File: src/rtl/ucsie_pkg.sv
`default_nettype none
// ============================================================================
// Module   : ucsie_pkg
// Brief    : Shared types and constants for the UCIe TX arbitration slice.
// Revision : 1.0
// ============================================================================
package ucsie_pkg;

    typedef enum logic [0:0] {
        IDLE = 1'b0,
        XFER = 1'b1
    } arb_state_t;

    localparam int UCSIE_HDR_W    = 4;
    localparam int UCSIE_CREDIT_W = 8;

endpackage
`default_nettype wire

File: src/rtl/ucsie_rr_arbiter.sv
`default_nettype none
// ============================================================================
// Module   : ucsie_rr_arbiter
// Brief    : Rotating-priority one-hot pick; search starts at ptr and wraps.
// Revision : 1.0
// ============================================================================
module ucsie_rr_arbiter #(
    parameter int N = 4
) (
    input  logic [N-1:0]         req,
    input  logic [$clog2(N)-1:0] ptr,
    output logic [N-1:0]         gnt
);

    localparam int PW = $clog2(N);

    logic [PW-1:0] w_idx;
    logic          w_found;

    always_comb begin
        gnt     = '0;
        w_found = 1'b0;
        w_idx   = '0;
        for (int i = 0; i < N; i++) begin
            w_idx = PW'((int'(ptr) + i) % N);
            if (!w_found && req[w_idx]) begin
                gnt[w_idx] = 1'b1;
                w_found    = 1'b1;
            end
        end
    end

endmodule
`default_nettype wire

File: src/rtl/ucsie_tx_arb.sv
`default_nettype none
// ============================================================================
// Module   : ucsie_tx_arb
// Brief    : Packet-atomic, credit-gated round-robin scheduler onto the PHY TX.
//            Define UCSIE_TX_ARB_PRIO_EN to give requester 0 strict priority.
// Revision : 1.0
// ============================================================================
module ucsie_tx_arb
    import ucsie_pkg::*;
#(
    parameter int NUM_REQ    = 4,
    parameter int DATA_W     = 256,
    parameter int CREDIT_W   = UCSIE_CREDIT_W,
    parameter int MAX_CREDIT = 32
) (
    input  logic                           clk,
    input  logic                           rst_n,
    input  logic                           link_ready,
    input  logic [NUM_REQ*DATA_W-1:0]      req_data,
    input  logic [NUM_REQ*UCSIE_HDR_W-1:0] req_header,
    input  logic [NUM_REQ-1:0]             req_valid,
    input  logic [NUM_REQ-1:0]             req_sop,
    input  logic [NUM_REQ-1:0]             req_eop,
    output logic [NUM_REQ-1:0]             req_ready,
    output logic [DATA_W-1:0]              tx_data,
    output logic [UCSIE_HDR_W-1:0]         tx_header,
    output logic                           tx_valid,
    output logic                           tx_sop,
    output logic                           tx_eop,
    input  logic                           tx_ready,
    input  logic                           crd_ret_vld,
    input  logic [CREDIT_W-1:0]            crd_ret_cnt,
    output logic [CREDIT_W-1:0]            crd_avail,
    output logic [$clog2(NUM_REQ)-1:0]     grant_id,
    output logic                           busy,
    output logic [1:0]                     err_sticky
);

    localparam int GW  = $clog2(NUM_REQ);
    localparam int CW1 = CREDIT_W + 1;

    arb_state_t          r_state;
    logic [GW-1:0]       r_rr_ptr;
    logic                r_first;

    logic [NUM_REQ-1:0]  w_elig;
    logic [NUM_REQ-1:0]  w_rr_gnt;
    logic [GW-1:0]       w_rr_idx;
    logic [GW-1:0]       w_winner;
    logic [GW-1:0]       w_next_ptr;
    logic                w_crd_nz;
    logic                w_accept;
    logic [CW1-1:0]      w_crd_sum;

    // Only a valid start-of-packet beat may open a new grant.
    assign w_elig   = req_valid & req_sop;
    assign w_crd_nz = (crd_avail != '0);
    assign busy     = (r_state == XFER);
    assign w_accept = tx_valid & tx_ready;

    ucsie_rr_arbiter #(
        .N   (NUM_REQ)
    ) u_rr (
        .req (w_elig),
        .ptr (r_rr_ptr),
        .gnt (w_rr_gnt)
    );

    always_comb begin
        w_rr_idx = '0;
        for (int i = 0; i < NUM_REQ; i++) begin
            if (w_rr_gnt[i]) begin
                w_rr_idx = GW'(i);
            end
        end
    end

`ifdef UCSIE_TX_ARB_PRIO_EN
    assign w_winner = w_elig[0] ? '0 : w_rr_idx;
`else
    assign w_winner = w_rr_idx;
`endif

    assign w_next_ptr = (grant_id == GW'(NUM_REQ - 1)) ? '0 : grant_id + GW'(1);

    always_comb begin
        tx_data   = '0;
        tx_header = '0;
        tx_valid  = 1'b0;
        tx_sop    = 1'b0;
        tx_eop    = 1'b0;
        req_ready = '0;
        if (r_state == XFER) begin
            tx_data             = req_data[grant_id*DATA_W +: DATA_W];
            tx_header           = req_header[grant_id*UCSIE_HDR_W +: UCSIE_HDR_W];
            tx_sop              = req_sop[grant_id];
            tx_eop              = req_eop[grant_id];
            tx_valid            = req_valid[grant_id] & w_crd_nz;
            req_ready[grant_id] = tx_ready & w_crd_nz;
        end
    end

    // One extra bit of headroom so an over-return is visible before saturation.
    always_comb begin
        w_crd_sum = {1'b0, crd_avail} - {{CREDIT_W{1'b0}}, w_accept};
        if (crd_ret_vld) begin
            w_crd_sum = w_crd_sum + {1'b0, crd_ret_cnt};
        end
    end

    always_ff @(posedge clk or negedge rst_n) begin
        if (!rst_n) begin
            r_state    <= IDLE;
            r_rr_ptr   <= '0;
            r_first    <= 1'b0;
            grant_id   <= '0;
            crd_avail  <= CREDIT_W'(MAX_CREDIT);
            err_sticky <= '0;
        end else begin
            if (w_crd_sum > CW1'(MAX_CREDIT)) begin
                crd_avail     <= CREDIT_W'(MAX_CREDIT);
                err_sticky[0] <= 1'b1;
            end else begin
                crd_avail <= w_crd_sum[CREDIT_W-1:0];
            end

            case (r_state)
                IDLE: begin
                    if (link_ready && w_crd_nz && (|w_elig)) begin
                        grant_id <= w_winner;
                        r_first  <= 1'b1;
                        r_state  <= XFER;
                    end
                end
                XFER: begin
                    if (w_accept) begin
                        r_first <= 1'b0;
                        if (tx_sop && !r_first) begin
                            err_sticky[1] <= 1'b1;
                        end
                        if (tx_eop) begin
                            r_state <= IDLE;
`ifdef UCSIE_TX_ARB_PRIO_EN
                            if (grant_id != '0) begin
                                r_rr_ptr <= w_next_ptr;
                            end
`else
                            r_rr_ptr <= w_next_ptr;
`endif
                        end
                    end
                end
                default: r_state <= IDLE;
            endcase
        end
    end

endmodule
`default_nettype wire
File: config.mk
export PLATFORM = sky130hd
export DESIGN_NAME = ucsie_tx_arb
export DESIGN_NICKNAME = d
export VERILOG_FILES = /design/src/rtl/ucsie_pkg.sv /design/src/rtl/ucsie_rr_arbiter.sv /design/src/rtl/ucsie_tx_arb.sv
export SDC_FILE = /design/constraint.sdc
export NUM_CORES = 1
export LEC_CHECK = 0
export CAP_MARGIN = 20
export CORE_AREA = 10 10 517 519
export DETAILED_ROUTE_END_ITERATION = 10
export DIE_AREA = 0 0 527 529
export PLACE_DENSITY = 0.3
export SLEW_MARGIN = 10
export SYNTH_ARGS = -nofsm -noshare
export SYNTH_HDL_FRONTEND = slang
export SYNTH_SLANG_ARGS = --single-unit
File: constraint.sdc
create_clock -name clk -period 11.6 [get_ports clk]
set_clock_uncertainty 0.2 [all_clocks]
set_input_delay 1.16 -clock clk [delete_from_list [all_inputs] [get_ports clk]]
set_output_delay 1.16 -clock clk [all_outputs]
set_load 0.005 [all_outputs]
Yosys cells after proc, flatten, opt, wreduce, memory -nomap -nowiden
Index checks and enable logic that the tools add are counted.
{ "totals": {"ram_bits": 0, "rom_bits": 0, "out_inout_bits": 280, "inputBits": 1065, "latch_bits": 0, "memories": 0, "regBits": 16, "word_cells": 109} }
{ "op_classes": {"div": 0, "n_reduce_logical": 21, "eq_ne": 3, "magnitude_cmp": 11, "muxes": 50, "add_sub_neg": 6, "n_bitwise": 9, "n_shift": 2, "n_mul": 0} }
{ "op_table": {"columns": ["op", "count"], "rows": [
  ["$shiftx 1024x11->256", 1],
  ["$mux 256", 1],
  ["$mux 1", 24],
  ["$mux 4", 6],
  ["$shiftx 16x5->4", 1],
  ["$lt 2x3->1 const B", 5],
  ["$bmux 1 s2", 7],
  ["$or 4x4->4", 3],
  ["$logic_and 1x1->1", 11],
  ["$demux 1 s2", 5],
  ["$ge 2x1->1 const B", 5],
  ["$add 9x8->9", 1],
  ["$gt 9x6->1 const B", 1],
  ["$mux 9", 1],
  ["$sub 8x1->9", 1],
  ["$and 4x4->4", 2],
  ["$mux 8", 1],
  ["$reduce_bool 8->1", 1],
  ["$mux 2", 3],
  ["$reduce_and 3->1", 2],
  ["$add 2x1->2 const B", 2],
  ["$add 2x2->2 const B", 2],
  ["$logic_not 1->1", 4],
  ["$pmux 1 s2", 2],
  ["7 further kinds", 10]
]} }

Longest topological paths before layout
{ "logic_depth": {"word_depth": 16, "depth_mapped": 17, "mapped_depth_nobuf": 17} }

By module
From an unflattened synthesis, not the netlist that was laid out.
{ "unflattened": {"hier_cells": 811, "hier_area_um2": 9714.3} }
{ "by_module_without_submodules": {"columns": ["mod", "instances", "cells_each", "seq_area_each_um2", "area_each_um2"], "rows": [
  ["ucsie_tx_arb", 1, 775, 401.6, 9376.5],
  ["ucsie_rr_arbiter", 1, 36, 0.0, 337.8]
]} }

Least setup slack after synthesis
Ideal clock, no wire load.
{ "synth_path": {"path_kind": "input to register", "startpoint": "in req_valid[1]", "endpoint": "reg crd_avail[3]", "path_stages": 14, "path_buffers": 0, "setup_slack_ns": 7.157, "t_required_ns": 11.276, "t_arrival_ns": 4.120, "setup_time_ns": 0.124, "cell_sequence": "mux4_2 and3_1 and2_1 ha_1 or4b_4 nor2_1 xor2_1 ha_1 a21oi_1 o21ai_0 o31a_1 o211ai_1 o31a_1 nor2_1"} }
{ "synth_via": {"elab_chain_len": 10} }
{ "synth_rtl": {"columns": ["element", "line_no", "source"], "rows": [
  ["from (decl)", "ucsie_tx_arb.sv:21", "input logic [NUM_REQ-1:0] req_valid,"],
  ["$bmux 1 s2 (*)", "ucsie_tx_arb.sv:98", "tx_valid = req_valid[grant_id] & w_crd_nz;"],
  ["$mux 1 (implied by the code) (*)", "ucsie_tx_arb.sv:98", null],
  ["$and 1x1->1 (*)", "ucsie_tx_arb.sv:98", null],
  ["$mux 1 (*)", "ucsie_tx_arb.sv:93", "if (r_state == XFER) begin"],
  ["via tx_valid", "ucsie_tx_arb.sv:27", "output logic tx_valid,"],
  ["$and 1x1->1 (*)", "ucsie_tx_arb.sv:59", "assign w_accept = tx_valid & tx_ready;"],
  ["$sub 8x1->9 (*)", "ucsie_tx_arb.sv:105", "w_crd_sum = {1'b0, crd_avail} - {{CREDIT_W{1'b0}}, w_accept};"],
  ["$add 9x8->9", "ucsie_tx_arb.sv:107", "w_crd_sum = w_crd_sum + {1'b0, crd_ret_cnt};"],
  ["$mux 9 (*)", "ucsie_tx_arb.sv:106", "if (crd_ret_vld) begin"],
  ["$gt 9x6->1", "ucsie_tx_arb.sv:120", "if (w_crd_sum > CW1'(MAX_CREDIT)) begin"],
  ["$mux 8 (*)", "ucsie_tx_arb.sv:120", null],
  ["to (signal assigned)", "ucsie_tx_arb.sv:117", "crd_avail <= CREDIT_W'(MAX_CREDIT);"],
  ["to (signal assigned)", "ucsie_tx_arb.sv:121", "crd_avail <= CREDIT_W'(MAX_CREDIT);"],
  ["to (signal assigned)", "ucsie_tx_arb.sv:124", "crd_avail <= w_crd_sum[CREDIT_W-1:0];"],
  ["to (decl)", "ucsie_tx_arb.sv:33", "output logic [CREDIT_W-1:0] crd_avail,"]
]} }
Mark *: on every way through the listed nets, which the timed path passes. The rest lies on a longest branch. The select of a mux whose other input is x is not followed.
A chain may end at the register's enable or synchronous reset.

Worst setup path in the final report
{ "layout_path": {"startpoint": "in req_valid[2]", "endpoint": "reg crd_avail[3]"} }
{ "layout_via": {"elab_chain_len": 10} }
{ "layout_rtl": {"columns": ["element", "line_no"], "rows": [
  ["$bmux 1 s2 (*)", "ucsie_tx_arb.sv:98"],
  ["$mux 1 (implied by the code) (*)", "ucsie_tx_arb.sv:98"],
  ["$and 1x1->1 (*)", "ucsie_tx_arb.sv:98"],
  ["$mux 1 (*)", "ucsie_tx_arb.sv:93"],
  ["$and 1x1->1 (*)", "ucsie_tx_arb.sv:59"],
  ["$sub 8x1->9 (*)", "ucsie_tx_arb.sv:105"],
  ["$add 9x8->9", "ucsie_tx_arb.sv:107"],
  ["$mux 9 (*)", "ucsie_tx_arb.sv:106"],
  ["$gt 9x6->1", "ucsie_tx_arb.sv:120"],
  ["$mux 8 (*)", "ucsie_tx_arb.sv:120"]
]} }
Mark *: on every way between the ends. The rest lies on a longest branch, timed or not. The select of a mux whose other input is x is not followed.

==> flow_results.org <==
** Synthesis
- Ys Warns :: 0
- Number of distinct library cells after synthesis :: 59
- Post-synthesis sequential area ratio :: under 10%
- In the synthesized netlist the dominant register cell turns out to be sky130_fd_sc_hd__dfrtp_1.
- Flop and latch count out of synthesis :: 16
- Number of cells produced by synthesis :: around 820
- Yosys attributes the largest share of cell area to sky130_fd_sc_hd__mux4_2 62%, sky130_fd_sc_hd__and2_1 18%, sky130_fd_sc_hd__dfrtp_1 3.9%.
- Most numerous cell types in the synthesized netlist :: 271 x sky130_fd_sc_hd__and2_1, 264 x sky130_fd_sc_hd__mux4_2, 50 x sky130_fd_sc_hd__clkbuf_1, 28 x sky130_fd_sc_hd__buf_2, 28 x sky130_fd_sc_hd__nand2_1
- By instance count, the leading cell after synthesis is sky130_fd_sc_hd__and2_1.
- Cell accounting for the most synthesized area :: sky130_fd_sc_hd__mux4_2
- The cell area that synthesis handed to floorplanning was 9620 sq um.
- Average cell area after synthesis :: between 10 and 15 sq um
- For this run, asynchronously set or reset flops after synthesis account for between 90% and 100%.
- Top-area cell type share of the netlist area :: between 60% and 70%
- Number of enable-type register cells in the synthesized netlist :: 0

** Worst setup path
- The worst setup path is launched from a primary input.
- Among all stages on the critical path, the largest delay is contributed by sky130_fd_sc_hd__clkdlybuf4s50_1.
- Arrival time at the worst endpoint :: approximately 5.5 ns
- Kind of end point of the critical path :: flop
- The largest single stage delay on the critical path is about 0.55 ns.
- At the worst endpoint, the required time is 11.53 ns.
- Category of the most critical setup path :: primary input to flop
- Maximum net fanout on the critical path :: 5
- Walking the worst path, the cells encountered are clkdlybuf4s50_1 -> mux4_2 -> and3_1 -> and2_1 -> ha_1 -> or4b_4 -> nor2_1 -> xor2_1 -> ha_1 -> a21oi_1 -> o21ai_0 -> o31a_1 -> o211ai_1 -> o31a_1 -> nor2_1.
- Startpoint of the lowest-slack register-to-register path :: grant_id[1]
- Reg-to-Reg End :: crd_avail[3]
- Setup slack of the most critical reg-to-reg path :: 6.45 ns
- The worst register-to-register path has a depth of 14.

** STA
- Setup violations remaining at the end of the flow were counted as 0.
- After layout, the worst path uses between 40% and 50% of the clock period.
- Slew HR :: between 30 and 40%
- The final max-slew violation count came to 0.
- At the pin with the least slew margin, the transition time is between 1 and 1.5 ns.
- Counting I/O delays and the setup requirement, the final critical path takes between 5 and 6 ns.
- The number of endpoints with negative hold slack in the final report was 0.
- Total negative setup slack :: 0 ns
- Setup repair after global routing left no endpoint under its margin.
- Based on the critical path, the design can be clocked at up to 0.181 GHz.

** Clocking
- The later pin in the worst-skew pair is clocked with a latency of 0.25 ns.
- After clock tree synthesis, the clock-pin slew on the worst setup and hold paths is around 0.060 ns.
- The clock passes through at most 2 buffers.
- Number of buffers added to fix hold violations after cts :: 0
- The clock net in this run drives a total of 16 sinks.
- Number of buffers created by CTS :: 3
- In this run the clock root is driven by a sky130_fd_sc_hd__clkbuf_16.
- After clock tree synthesis, the repair step resized 0 gates.
- TritonCTS built the clock tree.
- Number of H-tree levels :: 1
- Number of buffers added for setup after CTS :: 0

** Routing
- First DRT Iteration DRCs :: 1116
- The count of nets left with antenna violations once routing finished came out at 0.
- Using the TritonRoute via totals, the vias-per-cell ratio works out to around 2.8.
- Total number of vias :: 15600
- After detailed routing, the average wire length per cell comes to roughly 40 um.
- Total routed wirelength :: 221 mm
- Before antenna repair, the detailed router went through 5 iterations.
- In the routed design, unresolved DRC markers number 0.

** Power
- Power Density :: 187 nW/um^2
- Sum of internal, switching and leakage power :: ~0.0051 W
- IR analysis of the VDD net gives a maximum drop of 0.000143 V.
- The analysis attributes to cell leakage a power of ~8.5 nW.

** Worst hold path
- Hold worst-path end :: err_sticky[1]
- Along the worst hold path, the cell count comes to 1.
- Type of the worst min-delay path :: flop to flop
- Critical hold path startpoint :: err_sticky[1]

** Floorplanning
- Width of the chip :: between 500 and 600 um
- The floorplan step set the die height to approximately 530 um.
- Placeable core region :: ~260000 sq um
- Starting Density :: approximately 3.8%
- The floorplan step defined a die boundary enclosing 279000 sq um.
- Top Ports :: about 1300
- Num rows :: 186

** Outcome
- The run finished with clean final reports.

** Cells and area
- In the final layout, the share of cells above drive strength 1 is between 10% and 20%.
- The net count of the finished layout is 3175.
- From synthesis to final layout, the design area changed by 184%.

** Place
- Port-buffer cells :: between 1000 and 1500
- After legalization and detailed placement, the total HPWL measured 208 mm.
- Final Wtd Congestion :: roughly 0.89

** Flow run
- Across the run, the number of max-cap violations was 0.

** Global route
- Via count of the first global-routing pass :: 15700
- Entering global routing, the biggest net connects 101 pins.
- The number of antenna violations at the first check in global routing came to 360.
- Overall track demand over capacity in global routing :: ~15%
- Total congestion overflow :: 0
- Wire length of the first global-routing pass :: roughly 260 mm
[cells in the final DEF, fill, tap and decap left out, types with 2 or more instances in the layout]
cell type,n
sky130_fd_sc_hd__nor3b_1,2
sky130_fd_sc_hd__o21ai_1,2
sky130_fd_sc_hd__dfrtp_1,12
sky130_fd_sc_hd__a21boi_1,2
sky130_fd_sc_hd__nand2b_1,2
sky130_fd_sc_hd__xor2_1,4
sky130_fd_sc_hd__clkdlybuf4s50_1,1344
sky130_fd_sc_hd__diode_2,69
sky130_fd_sc_hd__nor4b_2,2
sky130_fd_sc_hd__nand3_1,8
sky130_fd_sc_hd__o2bb2ai_1,2
sky130_fd_sc_hd__o31a_1,3
sky130_fd_sc_hd__and3_1,2
sky130_fd_sc_hd__nand4_1,3
sky130_fd_sc_hd__a21boi_0,2
sky130_fd_sc_hd__nor2_1,5
sky130_fd_sc_hd__nor3_1,5
sky130_fd_sc_hd__o21ai_0,5
sky130_fd_sc_hd__nand2_1,28
sky130_fd_sc_hd__conb_1,2
sky130_fd_sc_hd__o211ai_1,5
sky130_fd_sc_hd__inv_1,15
sky130_fd_sc_hd__xnor2_1,6
sky130_fd_sc_hd__buf_4,11
sky130_fd_sc_hd__mux2i_1,2
sky130_fd_sc_hd__and2_1,271
sky130_fd_sc_hd__clkbuf_16,3
sky130_fd_sc_hd__buf_12,2
sky130_fd_sc_hd__nor4_1,6
sky130_fd_sc_hd__ha_1,19
sky130_fd_sc_hd__a21oi_1,16
sky130_fd_sc_hd__dfrtp_4,3
sky130_fd_sc_hd__a32oi_1,2
sky130_fd_sc_hd__mux4_2,264
[power by group]
part / switching, W / internal (W) / leakage [nW]
registers: 0.000115 / 0.0000752 / 0.191
clock network: 0.0000256 / 0.0000526 / 0.0446
logic: 0.00239 / 0.00246 / 8.22
total: 0.00253 / 0.00259 / 8.46
[layout make-up]
class / instances / area (sq um)
Sequential cell: 16 / 413
Fill cell: 29400 / 229000
Clock buffer: 4 / 88.8
Inverter: 16 / 60.1
Timing Repair Buffer: 1357 / 13600
Tap cell: 3384 / 4230
Multi-Input combinational cell: 696 / 8800
Antenna cell: 69 / 173
[worst max-delay path by stage]
stage | from | to | slack, ns | cells after the start
floorplan | req_valid[1] | crd_avail[3] | 7.16 | 14
global placement | req_valid[2] | crd_avail[2] | 5.75 | 16
detailed placement | req_valid[2] | crd_avail[3] | 5.84 | 15
CTS | grant_id[0] | tx_data[189] | 5.85 | 5
global route | req_valid[2] | crd_avail[2] | 5.65 | 16
finish | req_valid[2] | crd_avail[3] | 6.09 | 15
[critical path: cells and delay by family]
family | cells | cell delay (ns)
compound gates | 5 | 1.46
buf+inv | 1 | 0.55
simple gates | 5 | 1.12
xor+xnor | 1 | 0.25
mux | 1 | 0.34
fa+ha+maj | 2 | 0.55
[metrics by stage]
step	cell area [sq um]	setup slack (ns)	utilization, %	std cells	hold slack (ns)
5_1_grt	27200	5.65	10.6	5489	0.337
6_report	27300	6.09	10.7	5542	0.305
4_1_cts	27200	5.85	10.6	5473	0.323
3_5_place_dp	27100	5.84	10.6	5469	0.310
2_1_floorplan	9630	7.16	-	817	0.263
3_3_place_gp	27100	5.75	10.6	5469	0.300
[cell families after synthesis]
family	Yosys count	synth area share [%]
xor gates and xnor gates	10	0.910
AOI/OAI and AO/OA	52	3.74
muxes	267	62.1
adders and majority gates	20	2.68
and+or+nand+nor	345	21.9
other	1	0.0390
buffers and inverters	105	4.46
DFF	16	4.17
[flip-flops by register name (all words and copies together), names as in the netlist]
signal / cells
grant_id: 2
crd_avail: 8
err_sticky: 2
r_first: 1
busy: 1
r_rr_ptr: 2
[metal layers]
metal	wire, um	GRT usage [%]
met5	1510	0
met1	75800	15.4
met4	3730	0.733
met2	104000	26.0
met3	36000	10.6
(Power assumes the default switching activity.)
